===== config.mk =====
export PLATFORM = sky130hd
export DESIGN_NAME = mem_access_unit_flat
export DESIGN_NICKNAME = d
export VERILOG_FILES = /design/src/rtl/mem_access_unit_if.sv /design/src/rtl/mem_access_unit.sv /design/src/flat_wrapper.sv
export SDC_FILE = /design/constraint.sdc
export NUM_CORES = 1
export LEC_CHECK = 0
export CELL_PAD_IN_SITES_DETAIL_PLACEMENT = 2
export CELL_PAD_IN_SITES_GLOBAL_PLACEMENT = 2
export CORE_MARGIN = 8
export CORE_UTILIZATION = 29
export CTS_BUF_LIST = sky130_fd_sc_hd__clkbuf_4 sky130_fd_sc_hd__clkbuf_8
export DETAILED_ROUTE_END_ITERATION = 7
export GPL_TIMING_DRIVEN = 0
export PLACE_DENSITY = 0.95
export SETUP_SLACK_MARGIN = 0.1
export SLEW_MARGIN = 10
export SYNTH_ARGS = -nofsm -noshare
export SYNTH_HDL_FRONTEND = slang
export SYNTH_SLANG_ARGS = --single-unit

===== constraint.sdc =====
create_clock -name clk -period 5.9 [get_ports clk]
set_clock_uncertainty 0.05 [all_clocks]
set_input_delay 1.18 -clock clk [delete_from_list [all_inputs] [get_ports clk]]
set_output_delay 1.18 -clock clk [all_outputs]
set_load 0.01 [all_outputs]

===== src/rtl/mem_access_unit_if.sv =====
// Request/response bundle between the pipeline MEM stage and mem_access_unit.
// The pipeline side is the master; the unit is the slave.
interface mem_access_unit_if;
  // Handshake: a request transfers at a rising edge where req_valid and
  // req_ready are both high; req_ready is high only while the unit is idle
  // and out of reset. Responses are a single-cycle resp_valid pulse with no
  // backpressure.
  logic        req_valid;
  logic        req_ready;
  logic        req_store;
  logic [1:0]  req_size;
  logic        req_unsigned;
  logic [31:0] req_addr;
  logic [31:0] req_wdata;
  logic        resp_valid;
  logic        resp_err;
  logic [31:0] resp_rdata;

  modport master (
    output req_valid, req_store, req_size, req_unsigned, req_addr, req_wdata,
    input  req_ready, resp_valid, resp_err, resp_rdata
  );

  modport slave (
    input  req_valid, req_store, req_size, req_unsigned, req_addr, req_wdata,
    output req_ready, resp_valid, resp_err, resp_rdata
  );
endinterface


===== src/rtl/mem_access_unit.sv =====
// Memory-stage initiator: turns one load/store request at a time into
// word-addressed memory strobes, doing read-modify-write for sub-word stores
// and lane extraction plus sign/zero extension for loads.
module mem_access_unit #(
  parameter int unsigned DEPTH = 512
) (
  input  logic                clk,
  input  logic                rst_n,
  mem_access_unit_if.slave    pipe,
  output logic                MemWrite,
  output logic                MemRead,
  output logic [31:0]         Addr,
  output logic [31:0]         Wdata,
  input  logic [31:0]         Rdata,
  output logic [1:0]          dbg_state_o
);

  typedef enum logic [1:0] {
    S_IDLE = 2'b00,
    S_RD   = 2'b01,
    S_WR   = 2'b10,
    S_RESP = 2'b11
  } state_t;

  localparam logic [1:0]  SZ_BYTE  = 2'b00;
  localparam logic [1:0]  SZ_HALF  = 2'b01;
  localparam logic [1:0]  SZ_WORD  = 2'b10;
  localparam logic [1:0]  SZ_BAD   = 2'b11;
  localparam logic [30:0] DEPTH_IX = 31'(DEPTH);

  state_t      state_q;
  logic        mem_read_q;
  logic        mem_write_q;
  logic [31:0] addr_q;
  logic [31:0] wdata_q;
  logic        resp_valid_q;
  logic        resp_err_q;
  logic [31:0] resp_rdata_q;
  logic        store_q;
  logic [1:0]  size_q;
  logic        uns_q;
  logic [1:0]  off_q;
  logic [31:0] sdata_q;

  logic [29:0] word_idx_d;
  logic        req_err_d;
  logic [31:0] load_val_d;
  logic [31:0] merge_d;

  // Pick the addressed byte/halfword out of a word and extend it to 32 bits.
  function automatic logic [31:0] extract_lane(input logic [31:0] w,
                                               input logic [1:0]  size,
                                               input logic [1:0]  off,
                                               input logic        uns);
    logic [7:0]  b;
    logic [15:0] h;
    logic [31:0] r;
    b = w[{off, 3'b000} +: 8];
    h = w[{off[1], 4'b0000} +: 16];
    case (size)
      SZ_BYTE: r = uns ? {24'h000000, b} : {{24{b[7]}}, b};
      SZ_HALF: r = uns ? {16'h0000, h} : {{16{h[15]}}, h};
      default: r = w;
    endcase
    return r;
  endfunction

  // Replace only the target lane of the old word; every other bit survives.
  function automatic logic [31:0] merge_lane(input logic [31:0] old_w,
                                             input logic [31:0] sdata,
                                             input logic [1:0]  size,
                                             input logic [1:0]  off);
    logic [31:0] r;
    r = old_w;
    case (size)
      SZ_BYTE: r[{off, 3'b000} +: 8]     = sdata[7:0];
      SZ_HALF: r[{off[1], 4'b0000} +: 16] = sdata[15:0];
      default: r = sdata;
    endcase
    return r;
  endfunction

  // Request decode: word index, error classification, and data-path helpers.
  always_comb begin
    word_idx_d = pipe.req_addr[31:2];
    req_err_d  = 1'b0;
    if (pipe.req_size == SZ_BAD)                             req_err_d = 1'b1;
    if (pipe.req_size == SZ_HALF && pipe.req_addr[0])        req_err_d = 1'b1;
    if (pipe.req_size == SZ_WORD && (|pipe.req_addr[1:0]))   req_err_d = 1'b1;
    if ({1'b0, word_idx_d} >= DEPTH_IX)                      req_err_d = 1'b1;
    load_val_d = extract_lane(Rdata, size_q, off_q, uns_q);
    merge_d    = merge_lane(Rdata, sdata_q, size_q, off_q);
  end

  // Main FSM; all outputs are registered alongside the state.
  always_ff @(posedge clk) begin
    if (!rst_n) begin
      state_q      <= S_IDLE;
      mem_read_q   <= 1'b0;
      mem_write_q  <= 1'b0;
      addr_q       <= 32'h0;
      wdata_q      <= 32'h0;
      resp_valid_q <= 1'b0;
      resp_err_q   <= 1'b0;
      resp_rdata_q <= 32'h0;
      store_q      <= 1'b0;
      size_q       <= 2'b00;
      uns_q        <= 1'b0;
      off_q        <= 2'b00;
      sdata_q      <= 32'h0;
    end else begin
      // Strobes and the response are single-cycle pulses unless set below.
      mem_read_q   <= 1'b0;
      mem_write_q  <= 1'b0;
      resp_valid_q <= 1'b0;
      resp_err_q   <= 1'b0;
      resp_rdata_q <= 32'h0;
      case (state_q)
        S_IDLE: begin
          // req_ready is high here, so req_valid alone means accept.
          if (pipe.req_valid) begin
            store_q <= pipe.req_store;
            size_q  <= pipe.req_size;
            uns_q   <= pipe.req_unsigned;
            off_q   <= pipe.req_addr[1:0];
            sdata_q <= pipe.req_wdata;
            if (req_err_d) begin
              // Bad requests never touch memory; report straight away.
              state_q      <= S_RESP;
              resp_valid_q <= 1'b1;
              resp_err_q   <= 1'b1;
            end else begin
              addr_q <= {2'b00, word_idx_d};
              if (pipe.req_store && pipe.req_size == SZ_WORD) begin
                state_q     <= S_WR;
                mem_write_q <= 1'b1;
                wdata_q     <= pipe.req_wdata;
              end else begin
                // Loads and sub-word stores both start with a read.
                state_q    <= S_RD;
                mem_read_q <= 1'b1;
              end
            end
          end
        end
        S_RD: begin
          if (store_q) begin
            state_q     <= S_WR;
            mem_write_q <= 1'b1;
            wdata_q     <= merge_d;
          end else begin
            state_q      <= S_RESP;
            resp_valid_q <= 1'b1;
            resp_rdata_q <= load_val_d;
          end
        end
        S_WR: begin
          state_q      <= S_RESP;
          resp_valid_q <= 1'b1;
        end
        default: begin
          state_q <= S_IDLE;
        end
      endcase
    end
  end

  assign pipe.req_ready  = (state_q == S_IDLE) && rst_n;
  assign pipe.resp_valid = resp_valid_q;
  assign pipe.resp_err   = resp_err_q;
  assign pipe.resp_rdata = resp_rdata_q;
  assign MemRead         = mem_read_q;
  assign MemWrite        = mem_write_q;
  assign Addr            = addr_q;
  assign Wdata           = wdata_q;
  assign dbg_state_o     = state_q;

endmodule


===== src/flat_wrapper.sv =====
// flat-port wrapper written by rule: the top's interface ports become plain ports
module mem_access_unit_flat 
#(
  parameter int unsigned DEPTH = 512
)
  (clk, rst_n, MemWrite, MemRead, Addr, Wdata, Rdata, dbg_state_o, pipe_req_valid, pipe_req_store, pipe_req_size, pipe_req_unsigned, pipe_req_addr, pipe_req_wdata, pipe_req_ready, pipe_resp_valid, pipe_resp_err, pipe_resp_rdata);
  mem_access_unit_if pipe_i ();
  input  logic clk;
  input  logic rst_n;
  output logic MemWrite;
  output logic MemRead;
  output logic [31:0] Addr;
  output logic [31:0] Wdata;
  input  logic [31:0] Rdata;
  output logic [1:0] dbg_state_o;
  input wire logic [$bits(pipe_i.req_valid)-1:0] pipe_req_valid;
  input wire logic [$bits(pipe_i.req_store)-1:0] pipe_req_store;
  input wire logic [$bits(pipe_i.req_size)-1:0] pipe_req_size;
  input wire logic [$bits(pipe_i.req_unsigned)-1:0] pipe_req_unsigned;
  input wire logic [$bits(pipe_i.req_addr)-1:0] pipe_req_addr;
  input wire logic [$bits(pipe_i.req_wdata)-1:0] pipe_req_wdata;
  output wire logic [$bits(pipe_i.req_ready)-1:0] pipe_req_ready;
  output wire logic [$bits(pipe_i.resp_valid)-1:0] pipe_resp_valid;
  output wire logic [$bits(pipe_i.resp_err)-1:0] pipe_resp_err;
  output wire logic [$bits(pipe_i.resp_rdata)-1:0] pipe_resp_rdata;
  assign pipe_i.req_valid = pipe_req_valid;
  assign pipe_i.req_store = pipe_req_store;
  assign pipe_i.req_size = pipe_req_size;
  assign pipe_i.req_unsigned = pipe_req_unsigned;
  assign pipe_i.req_addr = pipe_req_addr;
  assign pipe_i.req_wdata = pipe_req_wdata;
  assign pipe_req_ready = pipe_i.req_ready;
  assign pipe_resp_valid = pipe_i.resp_valid;
  assign pipe_resp_err = pipe_i.resp_err;
  assign pipe_resp_rdata = pipe_i.resp_rdata;
  mem_access_unit #(.DEPTH(DEPTH)) u_core (.clk(clk), .rst_n(rst_n), .pipe(pipe_i), .MemWrite(MemWrite), .MemRead(MemRead), .Addr(Addr), .Wdata(Wdata), .Rdata(Rdata), .dbg_state_o(dbg_state_o));
endmodule

==> results.json <==
{
  "status": "finished, final reports clean",
  "cts-hold-fix-buffers": 0,
  "grt_overflow_total": 0,
  "io_buffers": 202,
  "gp_congestion": 0.8789,
  "antenna_found_initial": 2,
  "initial_utilization": 0.2919,
  "grt_pass1_wl_mm": 47.73,
  "die_height_um": 163.5,
  "finalCritPeriodShare": 0.7049,
  "ys_ff_latch": 138,
  "r2r.worst_path.cells": 9,
  "hold_depth": 2,
  "synth-edff-count": 0,
  "maxSlewViolCount": 0,
  "cellPowerDensity_mw_per_mm2": 332.4,
  "final.min_clock_period_ps": 4159,
  "leakage_nw": 3.441,
  "ys.flop_type": "dfxtp_1",
  "final_common_cell": "clkdlybuf4s50_1",
  "nets": 1082,
  "postSynthAreaPerCell_sq_um": 8.437,
  "drv_cap": 0,
  "worst_slack_ps": 1741,
  "rsz0062_at_grt": "false",
  "setup_tns_ps": 0,
  "ioPinCount": 206,
  "firstDrtPassIters": 5,
  "dr_total_vias": 7065,
  "hold-path-endpoint": "u_core.Wdata[0]$_SDFFE_PN0P_",
  "clock_latency_ps": 480,
  "critPathRequiredTime_ps": 6280,
  "cts_resized": 0,
  "ctsRootBufferMaster": "clkbuf_8",
  "cp.arrival_ps": 4540,
  "syn2layout_area_growth_pct": 43.89,
  "r2r_slack_ps": 1740,
  "critPathLaunchType": "flip-flop",
  "dpl.hpwl_mm": 23.49,
  "timing.fmax_ghz": 0.2405,
  "wirelength_mm": 33.57,
  "post-route-drc-count": 0,
  "synthCells": 748,
  "core_area_sq_mm": 0.02162,
  "grt_start_max_net_pins": 17,
  "hold_viol": 0,
  "vias_per_cell": 5.581,
  "drive_gt1_frac": 0.06409,
  "drtAntennaViolNets": 0,
  "cts.path.max_buffers": 2,
  "ys_types": 49,
  "async_flop_share": 0,
  "tritoncts": "yes",
  "slew_headroom": 0.1812,
  "die_w_um": 163.5,
  "rr_startpoint": "u_core.off_q[1]$_SDFFE_PN0P_",
  "cts_buffers": 17,
  "fp-row-count": 54,
  "layout_common_cells": "202 x clkdlybuf4s50_1, 188 x nand2_1, 138 x dfxtp_1",
  "cts_setup_buffers": 0,
  "die_area_sq_mm": 0.02674,
  "place_ws_ps": 2081,
  "detailedRoute.firstIterationViolations": 408,
  "grt_pass1_vias": 7901,
  "netlist_area_sq_mm": 0.006311,
  "r2r_end": "u_core.Wdata[24]$_SDFFE_PN0P_",
  "hold_class": "flip-flop to flip-flop",
  "hold_start": "u_core.Wdata[0]$_SDFFE_PN0P_",
  "critPathMaxFanout": 10,
  "tightest_slew_ps": 1226,
  "path_class": "flip-flop to flip-flop",
  "hold_slack_ps": 420.0,
  "grt_use_total": 0.2354,
  "ys_seq_area_frac": 0.4377,
  "setup.worst_path.end_class": "flip-flop",
  "synth_warnings": 0,
  "clk_pin_slew_worst_paths_ps": 100,
  "vdd_drop_max_mv": 0.1397,
  "wl_per_cell_um": 26.51,
  "clock-sinks": 138,
  "htreeDepth": 4,
  "power_mw": 3.019,
  "report.final.setup_viol": 0
}
-- how the worst max path moves through the flow --
stage | start | end | slack (ps) | cells after the start
finish | u_core.off_q[1]$_SDFFE_PN0P_ | u_core.Wdata[24]$_SDFFE_PN0P_ | 1740 | 9
global placement | pipe_req_addr[17] | u_core.Wdata[28]$_SDFFE_PN0P_ | 2140 | 8
global route | u_core.off_q[1]$_SDFFE_PN0P_ | u_core.Wdata[24]$_SDFFE_PN0P_ | 1710 | 9
CTS | u_core.off_q[1]$_SDFFE_PN0P_ | u_core.Wdata[24]$_SDFFE_PN0P_ | 2050 | 9
floorplan | pipe_req_addr[13] | u_core.Wdata[26]$_SDFFE_PN0P_ | 2730 | 7
detailed placement | pipe_req_addr[13] | u_core.Wdata[30]$_SDFFE_PN0P_ | 2080 | 8
-- metrics by stage --
step	instance area, sq um	cells	util
5_1_grt	9081	1266	0.4200
6_report	9081	1266	0.4200
3_5_place_dp	8687	1231	0.4018
3_3_place_gp	8687	1231	0.4018
2_1_floorplan	6315	749	-
4_1_cts	9074	1263	0.4197
-- layout make-up --
cell class	count	area, sq um
diodes	3	7.507
plain buffers	60	245.2
clock buffers	17	234.0
clock inverters	15	152.6
fillers	2385	12540
inverters	5	18.77
multi-input cells	546	3288
flip-flops and latches	138	2763
well taps	280	350.3
repair buffers	202	2022
-- logic make-up (layout without fill, tap and decap cells) --
family	Yosys count	count (layout)	share of synthesized area
AO/OA/AOI/OAI	189	189	0.2096
multiplexers	42	42	0.07395
flip-flops	138	138	0.4377
other	1	5	0.0005942
buffers and inverters	65	299	0.04183
adder cells (fa/ha/maj)	9	9	0.01784
AND/OR/NAND/NOR	304	304	0.2185
-- report_power, final --
group          internal (mW)  leakage (nW)  switching [mW]
Sequential              1.03          1.12          0.0952
Clock                  0.350         0.197           0.466
Combinational          0.400          2.12           0.676
-- synthesized netlist by cell type (8+ instances only) --
| cell | number | share of area |
|---|---|---|
| nor2_1 | 29 | 0.017 |
| a21oi_1 | 34 | 0.027 |
| nor2b_1 | 8 | 0.0079 |
| a31o_2 | 8 | 0.011 |
| a41o_1 | 8 | 0.013 |
| clkbuf_1 | 50 | 0.030 |
| a2bb2oi_1 | 14 | 0.019 |
| a22oi_1 | 9 | 0.011 |
| o21ai_0 | 26 | 0.021 |
| dfxtp_1 | 138 | 0.44 |
| and3_1 | 21 | 0.021 |
| a31oi_1 | 15 | 0.015 |
| mux2i_1 | 32 | 0.051 |
| a221o_1 | 8 | 0.013 |
| and2_1 | 12 | 0.012 |
| nor3_1 | 9 | 0.0071 |
| o211ai_1 | 9 | 0.011 |
| nand3_1 | 9 | 0.0071 |
| ha_1 | 9 | 0.018 |
| nor3b_1 | 10 | 0.012 |
| nand2_1 | 188 | 0.11 |
| a21boi_0 | 49 | 0.058 |
-- registers in the layout, indices dropped and copies added (netlist names) --
register / flops
u_core.Addr: 30
u_core.MemRead: 1
u_core.MemWrite: 1
u_core.Wdata: 32
u_core.dbg_state_o: 2
u_core.off_q: 2
u_core.pipe.resp_err: 1
u_core.pipe.resp_rdata: 32
u_core.pipe.resp_valid: 1
u_core.sdata_q: 32
u_core.size_q: 2
u_core.store_q: 1
u_core.uns_q: 1
-- layer usage --
metal / global-route usage / vias to the layer above / wire [um]
met5: 0 / - / 0
li1: - / 3058 / -
met1: 0.2558 / 3563 / 12980
met2: 0.4175 / 323 / 16970
met4: 0.1178 / 0 / 1779
met3: 0.06048 / 121 / 1836
-- critical path: stages (launching register included) --
cell      delay, ps
dfxtp_1         530
buf_2           370
clkbuf_1        560
inv_1           240
ha_1            280
or3_1           430
nor4b_2         780
a22oi_1         320
a31oi_1         330
mux2_2          200
No activity file was read; power rests on OpenSTA's default activity.
